===== config.mk =====
export PLATFORM = sky130hd
export DESIGN_NAME = bl_cfg_tx
export DESIGN_NICKNAME = d
export VERILOG_FILES = /design/src/rtl/bl_pkg.sv /design/src/rtl/bl_mc_div.sv /design/src/rtl/bl_cfg_tx.sv
export SDC_FILE = /design/constraint.sdc
export NUM_CORES = 1
export LEC_CHECK = 0
export BUFFER_PORTS_ARGS = -buffer_cell sky130_fd_sc_hd__buf_2
export CORE_UTILIZATION = 50
export DETAILED_ROUTE_END_ITERATION = 10
export GPL_ROUTABILITY_DRIVEN = 0
export PLACE_DENSITY = 0.75
export SYNTH_ARGS = -nofsm -noshare
export SYNTH_HDL_FRONTEND = slang
export SYNTH_HIERARCHICAL = 1
export SYNTH_SLANG_ARGS = --single-unit
export TNS_END_PERCENT = 5

===== constraint.sdc =====
create_clock -name CLK -period 2 [get_ports CLK]
set_input_delay 0.3 -clock CLK [delete_from_list [all_inputs] [get_ports CLK]]
set_output_delay 0.3 -clock CLK [all_outputs]
set_load 0.01 [all_outputs]

===== src/rtl/bl_pkg.sv =====
// Shared types and default sizing for the bolometer serial configuration transmitter.
package bl_pkg;

  typedef enum logic [2:0] {IDLE, ARM, RSTP, SHIFT, INTP, FIN} bl_state_e;

  localparam int MC_DIV_DEF   = 4;
  localparam int CFG_W_DEF    = 32;
  localparam int RESET_MC_DEF = 8;

endpackage


===== src/rtl/bl_mc_div.sv =====
// Sensor master-clock divider: toggles mc every MC_DIV enabled cycles and flags the
// cycle whose closing edge takes mc from 1 to 0.
module bl_mc_div
  import bl_pkg::*;
#(
  parameter int MC_DIV = MC_DIV_DEF
) (
  input  logic clk,
  input  logic rst,
  input  logic en,
  output logic mc,
  output logic fall
);

  localparam int CW = $clog2(MC_DIV);

  logic [CW-1:0] cnt;
  logic          wrap;

  assign wrap = (cnt == CW'(MC_DIV - 1));
  // Combinational so that registers updated on this strobe change with mc's falling edge.
  assign fall = en && wrap && mc;

  always_ff @(posedge clk or posedge rst) begin
    if (rst) begin
      cnt <= '0;
      mc  <= 1'b0;
    end else if (!en) begin
      cnt <= '0;
      mc  <= 1'b0;
    end else if (wrap) begin
      cnt <= '0;
      mc  <= ~mc;
    end else begin
      cnt <= cnt + 1'b1;
    end
  end

endmodule


===== src/rtl/bl_cfg_tx.sv =====
// Bolometer configuration transmitter: reset pulse, MSB-first serial word and
// integration pulse, all retimed to falling edges of the generated master clock.
module bl_cfg_tx
  import bl_pkg::*;
#(
  parameter int MC_DIV   = MC_DIV_DEF,
  parameter int CFG_W    = CFG_W_DEF,
  parameter int RESET_MC = RESET_MC_DEF
) (
  input  logic             CLK,
  input  logic             RST,
  input  logic             EN,
  input  logic             START,
  input  logic [CFG_W-1:0] CFG_DATA,
  input  logic             BL_ERROR,
  output logic             BUSY,
  output logic             DONE,
  output logic             ERR_FLAG,
  output logic             BL_MC,
  output logic             BL_RESET,
  output logic             BL_INT,
  output logic             BL_SERDATA
);

  localparam int BW = $clog2(CFG_W);
  localparam int RW = $clog2(RESET_MC) + 1;

  bl_state_e        state;
  bl_state_e        nxt;
  logic             fall;
  logic [CFG_W-1:0] shreg;
  logic [BW-1:0]    bit_cnt;
  logic [RW-1:0]    rst_cnt;
  logic             rst_last;

  bl_mc_div #(.MC_DIV(MC_DIV)) u_div (
    .clk  (CLK),
    .rst  (RST),
    .en   (EN),
    .mc   (BL_MC),
    .fall (fall)
  );

  assign rst_last = (rst_cnt == RW'(RESET_MC - 1));

  always_ff @(posedge CLK or posedge RST) begin
    if (RST) state <= IDLE;
    else     state <= nxt;
  end

  // With EN low there is no fall strobe, so every waiting state simply holds.
  always_comb begin
    nxt = state;
    case (state)
      IDLE:  if (START && EN) nxt = ARM;
      ARM:   if (fall) nxt = RSTP;
      RSTP:  if (BL_ERROR) nxt = IDLE;
             else if (fall && rst_last) nxt = SHIFT;
      SHIFT: if (BL_ERROR) nxt = IDLE;
             else if (fall && bit_cnt == '0) nxt = INTP;
      INTP:  if (fall) nxt = FIN;
      FIN:   nxt = IDLE;
      default: nxt = IDLE;
    endcase
  end

  always_comb begin
    BUSY = (state != IDLE);
    DONE = (state == FIN);
  end

  always_ff @(posedge CLK or posedge RST) begin
    if (RST) begin
      shreg      <= '0;
      bit_cnt    <= '0;
      rst_cnt    <= '0;
      ERR_FLAG   <= 1'b0;
      BL_RESET   <= 1'b0;
      BL_INT     <= 1'b0;
      BL_SERDATA <= 1'b0;
    end else begin
      case (state)
        IDLE: if (START && EN) begin
          shreg    <= CFG_DATA;
          ERR_FLAG <= 1'b0;
        end
        ARM: if (fall) begin
          BL_RESET <= 1'b1;
          rst_cnt  <= '0;
        end
        RSTP: if (BL_ERROR) begin
          ERR_FLAG   <= 1'b1;
          BL_RESET   <= 1'b0;
          BL_SERDATA <= 1'b0;
        end else if (fall) begin
          if (rst_last) begin
            BL_RESET   <= 1'b0;
            BL_SERDATA <= shreg[CFG_W-1];
            shreg      <= shreg << 1;
            bit_cnt    <= BW'(CFG_W - 1);
          end else begin
            rst_cnt <= rst_cnt + 1'b1;
          end
        end
        SHIFT: if (BL_ERROR) begin
          ERR_FLAG   <= 1'b1;
          BL_RESET   <= 1'b0;
          BL_SERDATA <= 1'b0;
        end else if (fall) begin
          // bit_cnt names the bit on the line; bit 0 has had its full period once it reads 0.
          if (bit_cnt == '0) begin
            BL_SERDATA <= 1'b0;
            BL_INT     <= 1'b1;
          end else begin
            BL_SERDATA <= shreg[CFG_W-1];
            shreg      <= shreg << 1;
            bit_cnt    <= bit_cnt - 1'b1;
          end
        end
        INTP: if (fall) BL_INT <= 1'b0;
        default: ;
      endcase
    end
  end

endmodule


==> reports/qor.txt <==
XOR/XNOR Fraction of Synth Area - 0.705%
Fin crit period - 1.92 ns
Die Wd - 72.5 µm
Worst-Margin Slew - 0.594 ns
CP Data Arrival Time - 2.10 ns
Area grow syn2layout - 18.8%
Post-route ant nets - 0
Top FF cell, synth - dfrtp_1
CP Capture Type - register
Worst slack, placed - 0.0854 ns
Max_cap viols - 0
Power per Cell Area - 976 nW/µm²
Layout cell share with drive strength beyond 1 - 27.9%
Tcrit/Tclk final - 96.1%
Clock Sinks - 51
Syn Area/Cell - 11.2 µm²
Overall routed net length - 5400 µm
Layout Skew - 0.00325 ns
Setup crit start kind - register
Max_slew headroom - 60.4%
Worst Path Buf+Inv - 2
IR drop worst, VDD - 457 µV
Core area - 4750 µm²
Routed len/inst - 16.1 µm
Htree depth - 2
Leakage - 0.00151 µW
Crit-path max cell delay - 0.36 ns
Req. time, crit path - 2.18 ns
Post-route cell area - 2950 µm²
Overall Global Routing Usage - 21.7%
Setup_tns - 0 ns
Top post-synthesis cells by area - dfrtp_1, a221o_1, and3_1, a21oi_1, ha_1
WP depth - 7
Setup violators final - 0
Max Slew Vio Count - 0
R2R Path End - shreg[16]
#FFs+latches synth - 51
Die Area - 5250 µm²
Num CTS Buffers - 5
End of the critical path - shreg[16]
Initial antenna violation count - 0
CTS tree - built
Seq/Total Area, Yosys - 51.4%
Max clock buf depth - 2
Unrepaired setup endpoints after global routing - no
Number of remaining DRC errors - 0
Initial DRC count - 124
Clock Latency Late Sink - 0.30 ns
Class of the worst hold path - input pin to register
CP cell instances - ha_1 -> and3_2 -> and4bb_4 -> buf_12 -> a21oi_2 -> buf_12 -> a221o_1
Async S/R FF share, synth - 100%
Hold Fails Final Rpt - 0
First-pass GRT wire length - 8930 µm
Post-synthesis adder-cell area fraction - 1.51%
PortBufs - 43
Row count - 25
Drt first pass iters - 4
Fin util - 62.1%
Max stage delay cell, worst path - dfrtp_1
Worst reg-to-reg path cell count - 7
Status - complete, no violations
Synth Area in Simple Gates - 18.8%
Largest net degree at the start of global routing - 49
Synth top area share - 51.4%
Synthesized instance count - 221
Final worst slack - 0.0786 ns
Netlist cell types - 44
Io pins - 44
Critical path origin - u_div/cnt[0]
Worst r2r src - u_div/cnt[0]
Net Count, Synth - 261
Post-Place Cell Area - 2810 µm²
Synthesized area - 2480 µm²
Post-synth top area cell - dfrtp_1
Chip height - 72.5 µm
Clk root buf - clkbuf_8
Initial Utilization - 52.2%
Compound-Gate Fraction of Synth Area - 20.2%
Largest family of logic cells by synthesized area - compound AO/OA/AOI/OAI gates
HPWL Detailed - 3460 µm
Antenna cells - 0
Crit path max-delay family - simple AND/OR/NAND/NOR gates
Clock-pin slew of the registers on the worst-case setup and hold paths - 0.09 ns
Yosys warnings - 6
Layout Nets - 308
Number of synthesized flops with an enable pin - 0
Post-DR vias/cell - 5.93
Post-CTS Setup Bufs - 0
F_max - 520 MHz
Vias in the first global route - 1893
Vias - 1992
Crit path max fanout - 31
Type of the worst setup path - register to register
Mux contribution to synthesized area - 2.17%
Total gr overflow - 0
CP most frequent cell - buf_12
FF-to-FF setup slack - 0.08 ns
## per-layer routing
layer  routed length (µm)  GRT usage [%]  up-vias
met2                 2500           32.8       68
li1                     -              -      941
met3                  294           4.17        6
met1                 2560           31.4      977
met4                   53           7.63        0
met5                    0              0        -
## through the flow
step | power, µW | cells | hold WS (ns)
after floorplan | 2020 | 221 | 0.0536
after global placement | 2210 | 326 | 0.184
after detailed placement | 2240 | 326 | 0.189
after CTS | 2900 | 335 | 0.218
after global routing | 3040 | 336 | 0.226
final | 2880 | 336 | 0.228
## layout by cell type, fill, tap and decap left out, types with 2 or more instances in the layout
cell type / instances
clkbuf_8: 7
o31ai_1: 3
buf_12: 3
a21oi_1: 11
and2_1: 3
and3_1: 32
a221o_1: 31
nand4_1: 4
nor3b_1: 3
o21a_1: 2
dfrtp_1: 51
nand3_1: 3
mux2i_1: 2
a31oi_1: 2
nor3_1: 2
o21ai_0: 5
buf_4: 10
nand2_1: 8
ha_1: 3
buf_2: 43
nor2_1: 9
nand2b_1: 2
inv_1: 5
## worst min-delay path by stage
stage	from	endpoint	cells after the start	slack, ns
final	CFG_DATA[4]	shreg[4]	2	0.23
after global routing	CFG_DATA[14]	shreg[14]	2	0.23
after global placement	RST	u_div/mc	2	0.18
after CTS	CFG_DATA[29]	shreg[29]	2	0.22
after detailed placement	RST	u_div/cnt[1]	2	0.19
after floorplan	RST	u_div/cnt[0]	1	0.05
## power by group
part           internal, µW  switching (µW)  leakage [µW]
combinational           391             278      0.000803
sequential             1370             198      0.000660
clock                   316             324     0.0000515
## timing repair
action	4_1_cts	5_1_grt
endpoints found under the hold margin	3	0
resized for setup	0	2
hold buffers	1	0
endpoints found under the setup margin	0	30
## sequential cells by signal (all words and copies together) (netlist names)
signal and cells:
state 3, BL_RESET 1, BL_SERDATA 1, u_div/cnt 2, ERR_FLAG 1, rst_cnt 4
shreg 32, BL_INT 1, bit_cnt 5, u_div/mc 1
## area by class of cell
type | count | area, µm²
fill | 401 | 1800
sequential | 51 | 1280
multi-input combinational | 146 | 1080
timing repair buffer | 58 | 385
clock buffer | 8 | 100
tap | 67 | 83.8
inverter | 6 | 22.5
## cell usage after synthesis, types with 2 or more instances
master,count
dfrtp_1,51
and3_1,32
a221o_1,31
a21oi_1,11
nor2_1,9
clkbuf_1,8
nand2_1,8
inv_1,6
o21ai_0,5
buf_2,4
nand4_1,4
and2_1,3
buf_4,3
buf_6,3
ha_1,3
nand3_1,3
nor3b_1,3
o31ai_1,3
a31oi_1,2
mux2i_1,2
nand2b_1,2
nor3_1,2
o21a_1,2
## cells by family after synthesis
| logic type | count (synthesis) |
|---|---|
| simple gates | 76 |
| compound gates | 61 |
| flops | 51 |
| buf+inv | 24 |
| mux | 4 |
| fa+ha+maj | 3 |
| xor+xnor | 2 |
(Power assumes the default switching activity.)
